--- src/rtl/ram_tile_fetch.sv ---
// Fetches a ROWS x 16 int8 tile from a word-wide data RAM, one row (WORDS_PER_ROW
// words) at a time, and hands each packed row to the compute array over valid/ready.
module ram_tile_fetch #(
  parameter int ROWS          = 16,
  parameter int WORDS_PER_ROW = 4,
  parameter int ROW_W         = 128
) (
  input  logic             clk,
  input  logic             rst,
  input  logic             start_i,
  input  logic [31:0]      base_addr_i,
  input  logic [31:0]      stride_i,
  output logic             busy_o,
  output logic             done_o,
  output logic             ram_req_o,
  output logic [31:0]      ram_addr_o,
  input  logic [31:0]      ram_rdata_i,
  output logic             row_valid_o,
  input  logic             row_ready_i,
  output logic [ROW_W-1:0] row_data_o,
  output logic [3:0]       row_idx_o
);

  localparam int RCW = (ROWS > 1) ? $clog2(ROWS) : 1;
  localparam int WCW = (WORDS_PER_ROW > 1) ? $clog2(WORDS_PER_ROW) : 1;
  localparam logic [RCW-1:0] LAST_ROW  = RCW'(ROWS - 1);
  localparam logic [WCW-1:0] LAST_WORD = WCW'(WORDS_PER_ROW - 1);

  typedef enum logic [1:0] {IDLE, FETCH, OUT, DONE} state_t;

  state_t         state;
  logic [31:0]    row_base;
  logic [31:0]    stride_q;
  logic [RCW-1:0] row_cnt;
  logic [WCW-1:0] word_cnt;

  // NOTE: all state and outputs update with non-blocking assignments so every
  // branch below sees the pre-edge values, regardless of statement order.
  always_ff @(posedge clk) begin
    if (rst) begin
      state       <= IDLE;
      row_base    <= '0;
      stride_q    <= '0;
      row_cnt     <= '0;
      word_cnt    <= '0;
      busy_o      <= 1'b0;
      done_o      <= 1'b0;
      ram_req_o   <= 1'b0;
      ram_addr_o  <= '0;
      row_valid_o <= 1'b0;
      row_data_o  <= '0;
      row_idx_o   <= '0;
    end else begin
      unique case (state)
        IDLE: begin
          if (start_i) begin
            row_base   <= base_addr_i & ~32'h3;
            stride_q   <= stride_i & ~32'h3;
            row_cnt    <= '0;
            word_cnt   <= '0;
            busy_o     <= 1'b1;
            ram_req_o  <= 1'b1;
            ram_addr_o <= base_addr_i & ~32'h3;
            state      <= FETCH;
          end
        end

        // The address register walks row_base + 4*word_cnt one word per cycle.
        FETCH: begin
          row_data_o[32*word_cnt +: 32] <= ram_rdata_i;
          if (word_cnt == LAST_WORD) begin
            ram_req_o   <= 1'b0;
            ram_addr_o  <= '0;
            row_valid_o <= 1'b1;
            row_idx_o   <= 4'(row_cnt);
            state       <= OUT;
          end else begin
            word_cnt   <= word_cnt + 1'b1;
            ram_addr_o <= ram_addr_o + 32'd4;
          end
        end

        OUT: begin
          if (row_ready_i) begin
            row_valid_o <= 1'b0;
            if (row_cnt == LAST_ROW) begin
              done_o <= 1'b1;
              state  <= DONE;
            end else begin
              row_base   <= row_base + stride_q;
              row_cnt    <= row_cnt + 1'b1;
              word_cnt   <= '0;
              ram_req_o  <= 1'b1;
              ram_addr_o <= row_base + stride_q;
              state      <= FETCH;
            end
          end
        end

        DONE: begin
          done_o <= 1'b0;
          busy_o <= 1'b0;
          state  <= IDLE;
        end

        default: state <= IDLE;
      endcase
    end
  end

endmodule

--- config.mk ---
export PLATFORM = sky130hd
export DESIGN_NAME = ram_tile_fetch
export DESIGN_NICKNAME = d
export VERILOG_FILES = /design/src/rtl/ram_tile_fetch.sv
export SDC_FILE = /design/constraint.sdc
export NUM_CORES = 1
export LEC_CHECK = 0
export ABC_AREA = 0
export ABC_CLOCK_PERIOD_IN_PS = 3100
export CAP_MARGIN = 15
export CORE_MARGIN = 4
export CORE_UTILIZATION = 50
export DETAILED_ROUTE_END_ITERATION = 6
export PLACE_DENSITY_LB_ADDON = 0.08
export SETUP_SLACK_MARGIN = 0.3
export SYNTH_ARGS = -nofsm -noshare
export SYNTH_HDL_FRONTEND = slang
export SYNTH_SLANG_ARGS = --single-unit
--- constraint.sdc ---
create_clock -name clk -period 3.1 [get_ports clk]
set_input_delay 0.465 -clock clk [delete_from_list [all_inputs] [get_ports clk]]
set_output_delay 0.465 -clock clk [all_outputs]
set_load 0.01 [all_outputs]
==> key figures, run 1 <==
Placement
  – Dpl ws: 0.0672 ns
  – DP Wirelength: 24.8 mm
  – Placed cell count: 1,830
  – Routability Congestion: 0.886
  – Cell Area, Placed: 0.0140 mm²
  – Port Buf Inserts: 263

Die
  – Core area: 0.0218 mm²
  – Initial Util: 50.8%
  – Top Ports: 268
  – Die area: 0.0246 mm²
  – Rows: 54
  – Die Y: 157 µm
  – Die width: 157 µm

Logic synthesis
  – FF+latch count, synth: 235
  – Post-synthesis cell area: 0.0111 mm²
  – Number of synthesized flops with an enable pin: 0
  – Asr flop ratio synth: 0%
  – Synthesized Nets: 1,495
  – Mapped Cells: 1,353
  – Yosys warns: 0
  – Post-synthesis sequential area ratio: 42.5%
  – Distinct cell type count after synthesis: 65
  – Avg Cell Area, Syn: 8.19 µm²
  – Top FF cell, synth: dfxtp_1

Routing
  – Via count: 11,100
  – DR iter-0 viols: 825
  – DR vias/cell: 5.88
  – Drt total wl: 36.6 mm
  – DR pass1 iterations: 5
  – Drt drc: 0
  – Routed length per instance: 19.4 µm
  – Post-DRT Antenna Nets: 0

Critical path
  – Worst Path Arrival: 3.26 ns
  – Max Fanout on Critical Path: 3
  – Buf/Inv on CP: 1
  – Crit. End Element: register
  – Data required, critical path: 3.55 ns
  – Worst setup path class: reg -> reg
  – Slowest CP cell: a2111o_1
  – Worst path cell trace: ha_4 > inv_2 > fa_2 > nand2b_4 > a21o_1 > a2111o_1 > a31o_4 > o31ai_4 > xor2_1 > nand2_1 > a221oi_2
  – CP delay by family, top: compound AO/OA/AOI/OAI gates
  – Biggest cell delay along the critical path: 0.49 ns
  – Worst setup SP type: register

Run status
  – Status: finished clean

GRT
  – Largest net degree at the start of global routing: 117
  – First-pass GRT wire length: 57.2 mm
  – Initial antenna violation count: 2
  – Vias in the first global route: 10,700
  – GRT overflow: 0
  – GR Util All Layers: 28.5%

STA
  – Final setup violation count: 0
  – Setup TNS: 0 ns
  – Crit path time final: 2.81 ns
  – Worst slew margin: 36.7%
  – Fin. Hold Viols: 0
  – Peak Freq: 0.356 GHz
  – Worst setup margin: 0.292 ns
  – RSZ-0062 raised after global routing: yes
  – Worst Skew: 0.0134 ns
  – Worst-Margin Slew: 0.950 ns
  – Final slew viol count: 0
  – Period utilization: 90.6%

CTS
  – Clk root buf: clkbuf_16
  – CTS clk-pin slew, worst paths: 0.06 ns
  – Cts hold-fix bufs: 0
  – CTS tree: built
  – Total CTS buffers: 26
  – Clock sinks: 235
  – Worst-Skew Late Latency: 0.54 ns
  – Max Root-Sink Buffers: 3
  – H-tree levels: 1

Pwr
  – P_int: 7.70 mW
  – Comb pwr share: 41.4%
  – Seq pwr share: 32.9%
  – Clk pwr share: 25.7%
  – Power per Cell Area: 836 mW/mm²
  – Switching part of the total: 38.9%
  – Max IR drop VDD: 0.516 mV
  – NetSw: 4.89 mW
  – Final Power: 12.6 mW
  – Leak: 5.63 nW

Min path
  – Worst hold path type: in -> reg

Run
  – # Max-Cap Violations: 0

Finish
  – Share of cells above drive strength 1: 8.04%
  – Nets@finish: 1,726
  – Post-route insts no fill: 1,886
  – Final Cell Area: 0.0151 mm²
  – Area Growth Syn to Fin: 36.0%
==> worst paths after layout <==
kind                start             end  slack, ns  depth (start not counted)
max reg2reg   stride_q[2]  ram_addr_o[28]       0.29                         11
min           stride_i[2]     stride_q[2]       0.45                          3
min reg2reg  row_base[23]    row_base[23]       0.46                          2
max           stride_q[2]  ram_addr_o[28]       0.29                         11
==> cell usage after synthesis (all sizes together) (4+ instances only) <==
cell / count / area share, %
nor4b: 4 / 0.32
o211ai: 16 / 1.1
a21oi: 126 / 5.7
ha: 41 / 4.6
a21o: 16 / 1.1
nand2b: 11 / 0.62
o21a: 4 / 0.27
nor4: 4 / 0.23
clkbuf: 93 / 3.2
a221oi: 13 / 1.1
o22ai: 4 / 0.23
or3: 6 / 0.34
or2: 4 / 0.23
nor2: 212 / 7.2
a31oi: 5 / 0.28
dfxtp: 235 / 42
a22oi: 131 / 8.9
and3: 10 / 0.56
xor2: 21 / 1.7
a211oi: 36 / 2.5
nor3: 19 / 0.86
nand3: 26 / 1.2
nand2: 162 / 5.5
buf: 6 / 0.29
xnor2: 25 / 2.0
nor2b: 4 / 0.23
and2: 5 / 0.28
a31o: 5 / 0.40
o21ai: 38 / 1.8
nand3b: 7 / 0.47
inv: 18 / 0.61
and4: 7 / 0.55
nand4: 7 / 0.40
==> worst min-delay path: stages <==
cell	delay, ns
clkdlybuf4s50_1	0.39
nand2_1	0.05
a21oi_1	0.05
==> repair_timing <==
item                       CTS  global route
setup endpoints to repair   11            16
resized for setup           10            11
buffers inserted             5             1
pin swaps                    7             7
==> logic make-up (layout without fill, tap and decap cells) <==
logic type | Yosys count | after routing | synth area share, %
fa+ha+maj | 42 | 42 | 4.81
buf+inv | 117 | 368 | 4.05
compound gates | 421 | 421 | 25.8
flops | 235 | 235 | 42.5
mux | 3 | 3 | 0.271
other cells | 0 | 2 | 0
simple gates | 489 | 489 | 19.0
xor+xnor | 46 | 46 | 3.64
==> layer usage <==
layer / global-route usage (%) / vias up / part of all wire (%)
met5: 0 / - / 0
met4: 10.1 / 0 / 3.3
met3: 9.49 / 80 / 10
met2: 47.2 / 449 / 47
met1: 34.7 / 5262 / 39
li1: - / 5305 / -
==> sequential cells by signal, indices dropped and copies added, names as in the netlist, 2 cells and up <==
name        count
row_data_o    128
state           2
row_cnt         4
word_cnt        2
ram_addr_o     31
stride_q       30
row_idx_o       4
row_base       30
==> power by group through the flow <==
stage                     combinational (mW)  sequential [mW]  clock, mW
after global placement                  4.99             4.15          0
after detailed placement                5.07             4.18          0
after CTS                               5.12             4.12       3.30
final                                   5.22             4.14       3.24
after floorplan                         3.13             4.18          0
after global routing                    5.71             4.22       3.42
==> layout make-up <==
| type | count | area, µm² |
|---|---|---|
| antenna | 2 | 5.00 |
| sequential | 235 | 4710 |
| inverter | 18 | 67.6 |
| timing repair buffer | 302 | 2960 |
| tap | 280 | 350 |
| multi-input combinational | 1001 | 6060 |
| clock buffer | 37 | 792 |
| clock inverter | 11 | 133 |
| fill | 1836 | 6760 |
==> through the flow <==
step / hold slack, ns / util (%)
global route: 0.448 / 69.0
global placement: 0.444 / 64.1
detailed placement: 0.451 / 64.1
finish: 0.455 / 69.0
CTS: 0.439 / 68.7
floorplan: 0.436 / -
==> cells in the final DEF (no fill, tap or decap), types with 25 or more instances in the layout <==
cell type,n
ha_1,38
clkdlybuf4s50_1,262
nor2_1,210
dfxtp_1,233
nand3_1,25
xnor2_1,25
a211oi_1,31
clkbuf_16,26
o21ai_0,32
buf_4,36
a22oi_1,131
nand2_1,162
a21oi_1,123
(Power assumes the default switching activity.)
==> run 2: changes to the inputs <==
Settings changed: SKIP_LAST_GASP set to 1, SLEW_MARGIN set to 25.
==> results of run 2 <==
The final DEF is identical to that of run 1; final timing and power are the same.
==> run 3: changes to the inputs <==
Settings changed: ABC_CLOCK_PERIOD_IN_PS 3100 to 2400, CORE_UTILIZATION 50 to 45, SKIP_CTS_REPAIR_TIMING set to 1.
Clock period 3.1 ns to 2.4 ns, I/O delays scaled along.
==> key figures, run 3 (synthesis results as in run 1) <==
Pwr
  – Power per Cell Area: 1090 mW/mm² (+31%)
  – Leak: 6.23 nW (+11%)
  – P_int: 10.9 mW (+42%)
  – Final Power: 17.9 mW (+42%)
  – Seq pwr share: 29.5% (-3.4 points)
  – NetSw: 6.96 mW (+42%)
  – Comb pwr share: 47.2% (+5.8 points)
  – Max IR drop VDD: 0.639 mV (+24%)
  – Switching part of the total: 38.9% (+0.061 points)
  – Clk pwr share: 23.3% (-2.4 points)

Die
  – Core area: 0.0242 mm² (+11%)
  – Die Y: 165 µm (+5.1%)
  – Initial Util: 45.7% (-5.1 points)
  – Rows: 57 (+5.6%)
  – Top Ports: 268 (unchanged)
  – Die area: 0.0272 mm² (+11%)
  – Die width: 165 µm (+5.1%)

STA
  – Worst Skew: 0.0196 ns (+0.00622 ns)
  – Final slew viol count: 0 (unchanged)
  – Crit path time final: 2.75 ns (-0.0547 ns)
  – Peak Freq: 0.363 GHz (+2.0%)
  – Fin. Hold Viols: 0 (unchanged)
  – Worst-Margin Slew: 0.561 ns (-0.389 ns)
  – Final setup violation count: 33 (+33)
  – Worst slew margin: 62.6% (+26 points)
  – Period utilization: 115% (+24 points)
  – RSZ-0062 raised after global routing: yes
  – Worst setup margin: -0.353 ns (-0.645 ns)

Critical path
  – Worst setup SP type: register
  – Crit. End Element: register
  – Data required, critical path: 2.86 ns (-0.69 ns)
  – Max Fanout on Critical Path: 4 (+1)
  – Worst Path Arrival: 3.22 ns (-0.04 ns)
  – Worst setup path class: reg -> reg

Finish
  – Nets@finish: 1,815 (+5.2%)
  – Max FFs per register: 128 (unchanged)
  – Commonest cells after routing, fill and taps aside: clkdlybuf4s50_1, dfxtp_1, nor2_1
  – Post-route insts no fill: 2,015 (+6.8%)
  – N_diodes: 0 (-2)
  – Final Cell Area: 0.0164 mm² (+8.6%)
  – Share of cells above drive strength 1: 16.6% (+8.6 points)
  – Area Growth Syn to Fin: 47.7%
  – Commonest non-fill, non-tap cell in the layout: clkdlybuf4s50_1
  – Top Registers: row_data_o: 128 flops, ram_addr_o: 31 flops
  – Reg with most FFs: row_data_o

GRT
  – GR Util All Layers: 27.6% (-0.94 points)
  – Initial antenna violation count: 1 (-1)
  – Largest net degree at the start of global routing: 91 (-22%)
  – GRT overflow: 0 (unchanged)
  – First-pass GRT wire length: 60.3 mm (+5.5%)
  – Vias in the first global route: 11,300 (+5.3%)

Routing
  – Drt total wl: 39.7 mm (+8.5%)
  – DR iter-0 viols: 854 (+3.5%)
  – Via count: 11,500 (+3.4%)
  – Routed length per instance: 19.7 µm (+1.6%)
  – DR pass1 iterations: 5 (unchanged)
  – DR vias/cell: 5.69 (-3.2%)
  – Drt drc: 0 (unchanged)
  – Post-DRT Antenna Nets: 0 (unchanged)

Placement
  – Port Buf Inserts: 263 (unchanged)
  – Routability Congestion: 0.876 (-1.2%)
  – Cell Area, Placed: 0.0148 mm² (+5.5%)
  – DP Wirelength: 26.4 mm (+6.5%)
  – Placed cell count: 1,950 (+6.6%)

CTS
  – H-tree levels: 1 (unchanged)
  – CTS clk-pin slew, worst paths: 0.06 ns (about the same)
  – Clock sinks: 235 (unchanged)
  – Total CTS buffers: 27 (+3.8%)
  – Worst-Skew Late Latency: 0.56 ns (+0.02 ns)
  – Max Root-Sink Buffers: 3 (unchanged)
  – Clk root buf: clkbuf_16
  – CTS tree: built

Run status
  – Status: complete, but fails checks
  – Failing checks: setup timing

Min path
  – Worst hold path type: in -> reg

Run
  – # Max-Cap Violations: 0 (unchanged)
-- run 3: cell types whose count changed in the layout (fill, tap and decap cells not counted), sizes merged --
cell,before,now
clkbuf,37,43
buf,40,125
clkinv,8,2
inv,18,19
diode,2,0
clkinvlp,1,2
-- run 3: per-layer routing --
| layer | vias to the layer above | track usage [%] | part of all wire (%) |
|---|---|---|---|
| met5 | - | 0 | 0.033 |
| met4 | 2 | 7.90 | 2.7 |
| met3 | 76 | 8.83 | 9.1 |
| met2 | 424 | 46.6 | 48 |
| met1 | 5493 | 33.6 | 40 |
| li1 | 5479 | - | - |
-- run 3: power groups by stage --
| stage | clock network [mW] | registers (mW) | logic [mW] |
|---|---|---|---|
| after floorplan | 0 | 5.42 | 4.14 |
| after global placement | 0 | 5.30 | 7.38 |
| after detailed placement | 0 | 5.32 | 7.46 |
| after CTS | 4.22 | 5.24 | 7.50 |
| after global routing | 4.38 | 5.36 | 9.15 |
| final | 4.16 | 5.27 | 8.44 |
-- run 3: critical path: stages (launching register included) --
cell	delay (ns)
dfxtp_2	0.35
ha_4	0.14
inv_2	0.03
fa_2	0.34
nand2b_4	0.15
a21o_1	0.17
a2111o_1	0.48
a31o_4	0.29
o31ai_4	0.21
xor2_1	0.18
nand2_1	0.10
a211oi_1	0.24
-- run 3: layout make-up --
cell class	count	area, µm²
clock buffers	40	785
multi-input cells	1001	6520
well taps	324	405
repair buffers	390	3760
clock inverters	7	105
flip-flops and latches	235	4720
fillers	1994	7890
inverters	18	67.6
-- run 3: worst paths after layout --
| check | startpoint | to | slack, ns | cells after the start |
|---|---|---|---|---|
| max | row_base[2] | row_base[28] | -0.35 | 11 |
| max reg2reg | row_base[2] | row_base[28] | -0.35 | 11 |
| min | rst | ram_addr_o[4] | 0.21 | 2 |
| min reg2reg | row_base[23] | row_base[23] | 0.46 | 2 |
-- run 3: through the flow --
| step | util, % | hold WS, ns | worst slack (ns) | TNS [ns] |
|---|---|---|---|---|
| 2_1_floorplan | - | 0.436 | -0.173 | -0.792 |
| 3_3_place_gp | 60.9 | 0.447 | -0.330 | -3.16 |
| 3_5_place_dp | 60.9 | 0.450 | -0.378 | -4.34 |
| 4_1_cts | 64.5 | 0.179 | -0.408 | -4.87 |
| 5_1_grt | 67.5 | 0.205 | -0.462 | -8.44 |
| 6_report | 67.5 | 0.209 | -0.353 | -4.99 |
